===== config.mk =====
export PLATFORM = sky130hd
export DESIGN_NAME = traceback_walker
export DESIGN_NICKNAME = d
export VERILOG_FILES = /design/src/rtl/traceback_walker.sv
export SDC_FILE = /design/constraint.sdc
export NUM_CORES = 1
export LEC_CHECK = 0
export ABC_AREA = 1
export BUFFER_PORTS_ARGS = -buffer_cell sky130_fd_sc_hd__buf_4
export CAP_MARGIN = 20
export CORE_UTILIZATION = 45
export CTS_BUF_LIST = sky130_fd_sc_hd__clkbuf_8 sky130_fd_sc_hd__clkbuf_16
export CTS_CLUSTER_SIZE = 24
export DETAILED_ROUTE_END_ITERATION = 10
export PLACE_DENSITY = 0.68
export SKIP_CTS_REPAIR_TIMING = 1
export SYNTH_ARGS = -nofsm -noshare
export SYNTH_HDL_FRONTEND = slang
export SYNTH_SLANG_ARGS = --single-unit

===== constraint.sdc =====
create_clock -name clk -period 2.1 [get_ports clk]
set_input_delay 0.42 -clock clk [delete_from_list [all_inputs] [get_ports clk]]
set_output_delay 0.42 -clock clk [all_outputs]
set_load 0.005 [all_outputs]

===== src/rtl/traceback_walker.sv =====
`timescale 1ns/1ps
// -----------------------------------------------------------------------------
// traceback_walker
//   Needleman-Wunsch traceback engine. Walks the direction matrix from
//   (N_ROWS,N_COLS) back to (0,0), reading one direction symbol per interior
//   cell from an external RAM with a fixed read latency, and streaming one
//   alignment step per cell over a valid/ready interface. Cells on row 0 or
//   column 0 are forced to LEFT/UP without touching the RAM. A non one-hot
//   symbol from the RAM aborts the walk and raises a sticky error flag.
//
//   Optional feature macro: TB_STEP_COUNT_EN adds the step_cnt output.
//
// Ports
//   clk, rst_n              clock (rising edge), asynchronous active-low reset
//   start                   start a walk (sampled only while idle)
//   dir_re                  direction-RAM read strobe, one-cycle pulse
//   dir_addr_i/dir_addr_j   RAM address (i-1, j-1); hold value between reads
//   dir_rdata               direction symbol, valid RD_LAT cycles after dir_re
//   step_valid/step_ready   output step handshake
//   step_sym                DIAG=3'b001, UP=3'b010, LEFT=3'b100
//   i_pos, j_pos            current matrix position
//   busy                    walk in progress
//   done                    one-cycle pulse at end of walk
//   err                     sticky illegal-symbol flag, cleared on next start
//   step_cnt                (TB_STEP_COUNT_EN) accepted steps of current walk
// -----------------------------------------------------------------------------
module traceback_walker #(
  parameter  int N_ROWS = 128,
  parameter  int N_COLS = 128,
  parameter  int RD_LAT = 2,
  localparam int IW     = $clog2(N_ROWS + 1),
  localparam int JW     = $clog2(N_COLS + 1)
) (
  input  logic          clk,
  input  logic          rst_n,
  input  logic          start,
  output logic          dir_re,
  output logic [IW-1:0] dir_addr_i,
  output logic [JW-1:0] dir_addr_j,
  input  logic [2:0]    dir_rdata,
  output logic          step_valid,
  input  logic          step_ready,
  output logic [2:0]    step_sym,
  output logic [IW-1:0] i_pos,
  output logic [JW-1:0] j_pos,
  output logic          busy,
  output logic          done,
`ifdef TB_STEP_COUNT_EN
  output logic [IW:0]   step_cnt,
`endif
  output logic          err
);

  localparam logic [2:0] SYM_DIAG = 3'b001;
  localparam logic [2:0] SYM_UP   = 3'b010;
  localparam logic [2:0] SYM_LEFT = 3'b100;
  localparam int         LW       = $clog2(RD_LAT + 1);

  typedef enum logic [2:0] {IDLE, ISSUE, WAIT, EMIT, FIN} state_t;

  state_t        state, state_nxt;
  logic [2:0]    sym_q;
  logic [LW-1:0] lat_cnt;
  logic [IW-1:0] addr_i_q;
  logic [JW-1:0] addr_j_q;

  logic at_row0, at_col0, rd_issue, lat_done, sym_legal, accept, step_fire;

  assign at_row0   = (i_pos == '0);
  assign at_col0   = (j_pos == '0);
  assign rd_issue  = (state == ISSUE) && !at_row0 && !at_col0;
  assign lat_done  = (lat_cnt == LW'(RD_LAT));
  assign sym_legal = (dir_rdata == SYM_DIAG) || (dir_rdata == SYM_UP) ||
                     (dir_rdata == SYM_LEFT);
  assign accept    = (state == IDLE) && start;
  assign step_fire = (state == EMIT) && step_ready;

  // State register.
  // NOTE: sequential state uses non-blocking (<=) so every flop samples
  // pre-edge values regardless of block evaluation order.
  always_ff @(posedge clk or negedge rst_n) begin
    if (!rst_n) state <= IDLE;
    else        state <= state_nxt;
  end

  // Next-state logic.
  // NOTE: default assignment first, so no path through the case leaves
  // state_nxt unassigned and infers a latch.
  always_comb begin
    state_nxt = state;
    unique case (state)
      IDLE:  if (start) state_nxt = ISSUE;
      ISSUE: begin
        if (at_row0 && at_col0) state_nxt = FIN;
        else if (rd_issue)      state_nxt = WAIT;
        else                    state_nxt = EMIT;
      end
      WAIT:  if (lat_done) state_nxt = sym_legal ? EMIT : FIN;
      EMIT:  if (step_ready) state_nxt = ISSUE;
      FIN:   state_nxt = IDLE;
      default: state_nxt = IDLE;
    endcase
  end

  // Outputs. The read address is presented combinationally in the issuing
  // cycle and otherwise holds the last address actually read.
  always_comb begin
    busy       = (state != IDLE);
    done       = (state == FIN);
    step_valid = (state == EMIT);
    step_sym   = (state == EMIT) ? sym_q : 3'b000;
    dir_re     = rd_issue;
    dir_addr_i = rd_issue ? (i_pos - IW'(1)) : addr_i_q;
    dir_addr_j = rd_issue ? (j_pos - JW'(1)) : addr_j_q;
  end

  // Position, symbol, latency counter and error flag.
  always_ff @(posedge clk or negedge rst_n) begin
    if (!rst_n) begin
      i_pos    <= IW'(N_ROWS);
      j_pos    <= JW'(N_COLS);
      sym_q    <= 3'b000;
      lat_cnt  <= '0;
      addr_i_q <= '0;
      addr_j_q <= '0;
      err      <= 1'b0;
    end else begin
      if (accept) begin
        i_pos <= IW'(N_ROWS);
        j_pos <= JW'(N_COLS);
        err   <= 1'b0;
      end
      if (state == ISSUE) begin
        if (rd_issue) begin
          addr_i_q <= i_pos - IW'(1);
          addr_j_q <= j_pos - JW'(1);
          lat_cnt  <= LW'(1);
        end else if (at_row0 && !at_col0) begin
          sym_q <= SYM_LEFT;
        end else if (at_col0 && !at_row0) begin
          sym_q <= SYM_UP;
        end
      end
      // Data is captured in the RD_LAT-th cycle after the strobe.
      if (state == WAIT) begin
        if (lat_done) begin
          if (sym_legal) sym_q <= dir_rdata;
          else           err   <= 1'b1;
        end else begin
          lat_cnt <= lat_cnt + LW'(1);
        end
      end
      // Interior cells have i,j > 0 and boundary cells only get the move
      // along their free axis, so the decrements below never underflow.
      if (step_fire) begin
        if (sym_q != SYM_LEFT) i_pos <= i_pos - IW'(1);
        if (sym_q != SYM_UP)   j_pos <= j_pos - JW'(1);
      end
    end
  end

`ifdef TB_STEP_COUNT_EN
  always_ff @(posedge clk or negedge rst_n) begin
    if (!rst_n)         step_cnt <= '0;
    else if (accept)    step_cnt <= '0;
    else if (step_fire) step_cnt <= step_cnt + (IW+1)'(1);
  end
`endif

endmodule

==> flow_summary.json <==
{
  "status": "finished, violations left",
  "violations": "DRC, setup timing",
  "wirelength_um": 5500,
  "row_count": 24,
  "hold_viol": 0,
  "drtPass1Iterations": 8,
  "grt_pass1_wl_um": 8130,
  "path_class": "register to output pin",
  "remaining_drc_errors": 1,
  "vias_per_cell": 5.24,
  "p_sw_share_pct": 44.6,
  "seq_area_um2": 1030,
  "numCtsBuffers": 5,
  "hpwlAfterDp_um": 3550,
  "yosysWarnings": 0,
  "p_switching_mw": 2.49,
  "synthAdderAreaFrac_pct": 1.16,
  "wl_per_cell_um": 14.0,
  "tightest_slew_ps": 543,
  "max-vdd-ir-drop_mv": 0.915,
  "crit_fanout": 5,
  "worst_path_max_delay_cell": "dfrtp_1",
  "num-fill-cells": 394,
  "grt_pass1_vias": 1831,
  "htreeDepth": 2,
  "die-area_um2": 5080,
  "yosysTopAreaCell": "dfrtp_1",
  "endpoint": "dir_addr_j[4]",
  "grt_setup_unrepaired": "true",
  "synth_compound_area_share_pct": 13.4,
  "synth.area.top_cells": "dfrtp_1, nand2_1, inv_1",
  "clockRootBuffer": "clkbuf_8",
  "critical_path.most_common_cell": "inv_2",
  "insertion_delay_ps": 300,
  "whs_ps": 99.0,
  "area_growth_pct": 36.8,
  "core-area_um2": 4470,
  "timing.max_cap.violations": 0,
  "period_share_pct": 114,
  "crit_required_ps": 1680,
  "synth.distinct_cells": 28,
  "grt.total_usage_pct": 20.9,
  "detail-route-antenna-nets": 0,
  "setup_viol": 17,
  "min_period_ps": 2400,
  "crit_family": "buffers and inverters",
  "p_clk_share_pct": 10.0,
  "cts_tree": "built",
  "reg2reg_to": "addr_j_q[7]$_DFFE_PN0N_",
  "cp.depth": 10,
  "worstRegToRegCells": 10,
  "slew_viol_final": 0,
  "critPathMaxStageDelay_ps": 400,
  "cts.sink_count": 41,
  "ioPinCount": 47,
  "r2r_slack_ps": 220,
  "overflow": 0,
  "start_util_pct": 48.3,
  "clk_path_buf_depth": 2,
  "p_leak_nw": 1.55,
  "p_seq_share_pct": 24.2,
  "p_per_area_nw_per_um2": 1890,
  "first_iter_violations": 105,
  "layout-drive-gt1-share_pct": 35.9,
  "grt_max_degree": 42,
  "die_h_um": 71.3,
  "synth_xor_area_share_pct": 3.65,
  "path_cells": "inv_2 > ha_4 > inv_2 > nor2_4 > nand4_1 > nand3_4 > buf_6 > clkbuf_16 > o21ai_2 > buf_4",
  "vias": 2053,
  "fmax_mhz": 416,
  "synth_top_area_share_pct": 45.2,
  "cts.clk_slew.worst_paths_ps": 90,
  "arrival_ps": 1980,
  "diodes": 0,
  "io_buffers": 46,
  "endpoint_kind": "output pin",
  "synth_top_family_by_area": "simple AND/OR/NAND/NOR gates",
  "power.total_mw": 5.59,
  "slew_headroom_pct": 63.8,
  "p_comb_share_pct": 65.8,
  "syn_nets": 279,
  "synthMuxAreaShare_pct": 0,
  "path_buf_inv": 5,
  "p_int_mw": 3.10,
  "yosys.area_share.simple_pct": 24.7,
  "pre_cts_ws_ps": -13.1,
  "hold_class": "primary input to asynchronous set/reset pin",
  "fin_ws_ps": -301,
  "synthesis.area_um2": 2160,
  "die_width_um": 71.3,
  "place_congestion": 0.896,
  "reg2reg_from": "j_pos[0]$_DFF_PN0_",
  "antenna_found_initial": 0,
  "syn_area_per_cell_um2": 8.00,
  "yosysSeqAreaShare_pct": 47.6,
  "multiInputGateArea_um2": 1040,
  "critPathLaunch": "j_pos[0]$_DFF_PN0_",
  "synth-seq-cells": 41,
  "nets": 348,
  "synthCells": 270,
  "critical_path.startpoint_type": "register",
  "finClkSkew_ps": 8.05
}
==> how the worst min path moves through the flow <==
stage,start,endpoint,slack [ps],cells after the start
finish,rst_n,addr_j_q[0]$_DFFE_PN0N_,100,1
CTS,rst_n,addr_j_q[0]$_DFFE_PN0N_,110,1
global placement,rst_n,j_pos[5]$_DFF_PN0_,440,1
global route,rst_n,addr_j_q[0]$_DFFE_PN0N_,130,1
floorplan,rst_n,addr_i_q[0]$_DFFE_PN0N_,120,0
detailed placement,rst_n,j_pos[1]$_DFF_PN0_,440,1
==> through the flow <==
| stage | util (%) | TNS (ps) | std cells | area, µm² |
|---|---|---|---|---|
| 6_report | 66.1 | -4340 | 392 | 2960 |
| 5_1_grt | 66.1 | -5910 | 392 | 2960 |
| 4_1_cts | 60.6 | -5470 | 381 | 2710 |
| 3_5_place_dp | 58.5 | -25.8 | 373 | 2620 |
| 3_3_place_gp | 58.5 | 0 | 373 | 2620 |
| 2_1_floorplan | - | 0 | 270 | 2160 |
==> state kept, by name (all words and copies together) (netlist names) <==
register / count
err: 1
state: 3
sym_q: 3
lat_cnt: 2
i_pos: 8
addr_i_q: 8
addr_j_q: 8
j_pos: 8
==> cells by family (layout without fill, tap and decap cells) <==
family / Yosys count / in the layout
and+or+nand+nor: 116 / 116
DFF: 41 / 41
AOI/OAI and AO/OA: 54 / 54
buffers and inverters: 48 / 118
xor gates and xnor gates: 9 / 9
adders and majority gates: 2 / 2
==> layer usage <==
| metal | GRT usage [%] | vias up | wire, µm |
|---|---|---|---|
| met2 | 34.7 | 53 | 2660 |
| li1 | - | 1011 | - |
| met5 | 0 | - | 0 |
| met3 | 5.06 | 7 | 298 |
| met1 | 26.8 | 982 | 2480 |
| met4 | 7.33 | 0 | 51 |
==> power by group through the flow <==
stage          sequential (mW)  clock (mW)  combinational (mW)
3_3_place_gp              1.33           0                2.95
4_1_cts                   1.33       0.569                3.02
3_5_place_dp              1.34           0                3.00
2_1_floorplan             1.34           0                1.79
5_1_grt                   1.39       0.593                4.07
6_report                  1.35       0.561                3.68
==> layout by cell type, fill, tap and decap left out, types with 3 or more instances in the layout <==
master,count
a21oi_1,6
nand2_2,15
o21ai_0,11
dfrtp_1,39
inv_1,36
buf_6,5
o21ai_1,13
nor2_4,3
o22ai_1,11
nand4_1,4
buf_4,57
nand2_1,44
nand3_1,15
o21ai_2,11
inv_2,6
xor2_1,7
clkbuf_8,6
nor2_1,27
==> synthesized netlist by cell type <==
| library cell | n |
|---|---|
| nand2_1 | 55 |
| inv_1 | 41 |
| dfrtp_1 | 39 |
| nor2_1 | 29 |
| o21ai_1 | 19 |
| o21ai_0 | 16 |
| nand3_1 | 15 |
| o22ai_1 | 11 |
| xor2_1 | 8 |
| a21oi_1 | 6 |
| nand2_2 | 4 |
| nand4_1 | 4 |
| buf_6 | 3 |
| dfstp_2 | 2 |
| ha_1 | 2 |
| inv_2 | 2 |
| nand3_2 | 2 |
| nor2_4 | 2 |
| a22o_1 | 1 |
| and2_1 | 1 |
| buf_2 | 1 |
| clkbuf_1 | 1 |
| nand3_4 | 1 |
| nor2_2 | 1 |
| nor3_1 | 1 |
| nor3_4 | 1 |
| o21a_1 | 1 |
| xnor2_1 | 1 |
==> area by class of cell <==
type | count | share of cell area (%)
clock buffers | 6 | 2.79
clock inverters | 2 | 0.466
inverters | 43 | 5.55
multi-input cells | 181 | 35.1
flip-flops and latches | 41 | 34.8
well taps | 52 | 2.20
repair buffers | 67 | 19.1
(Power assumes the default switching activity.)
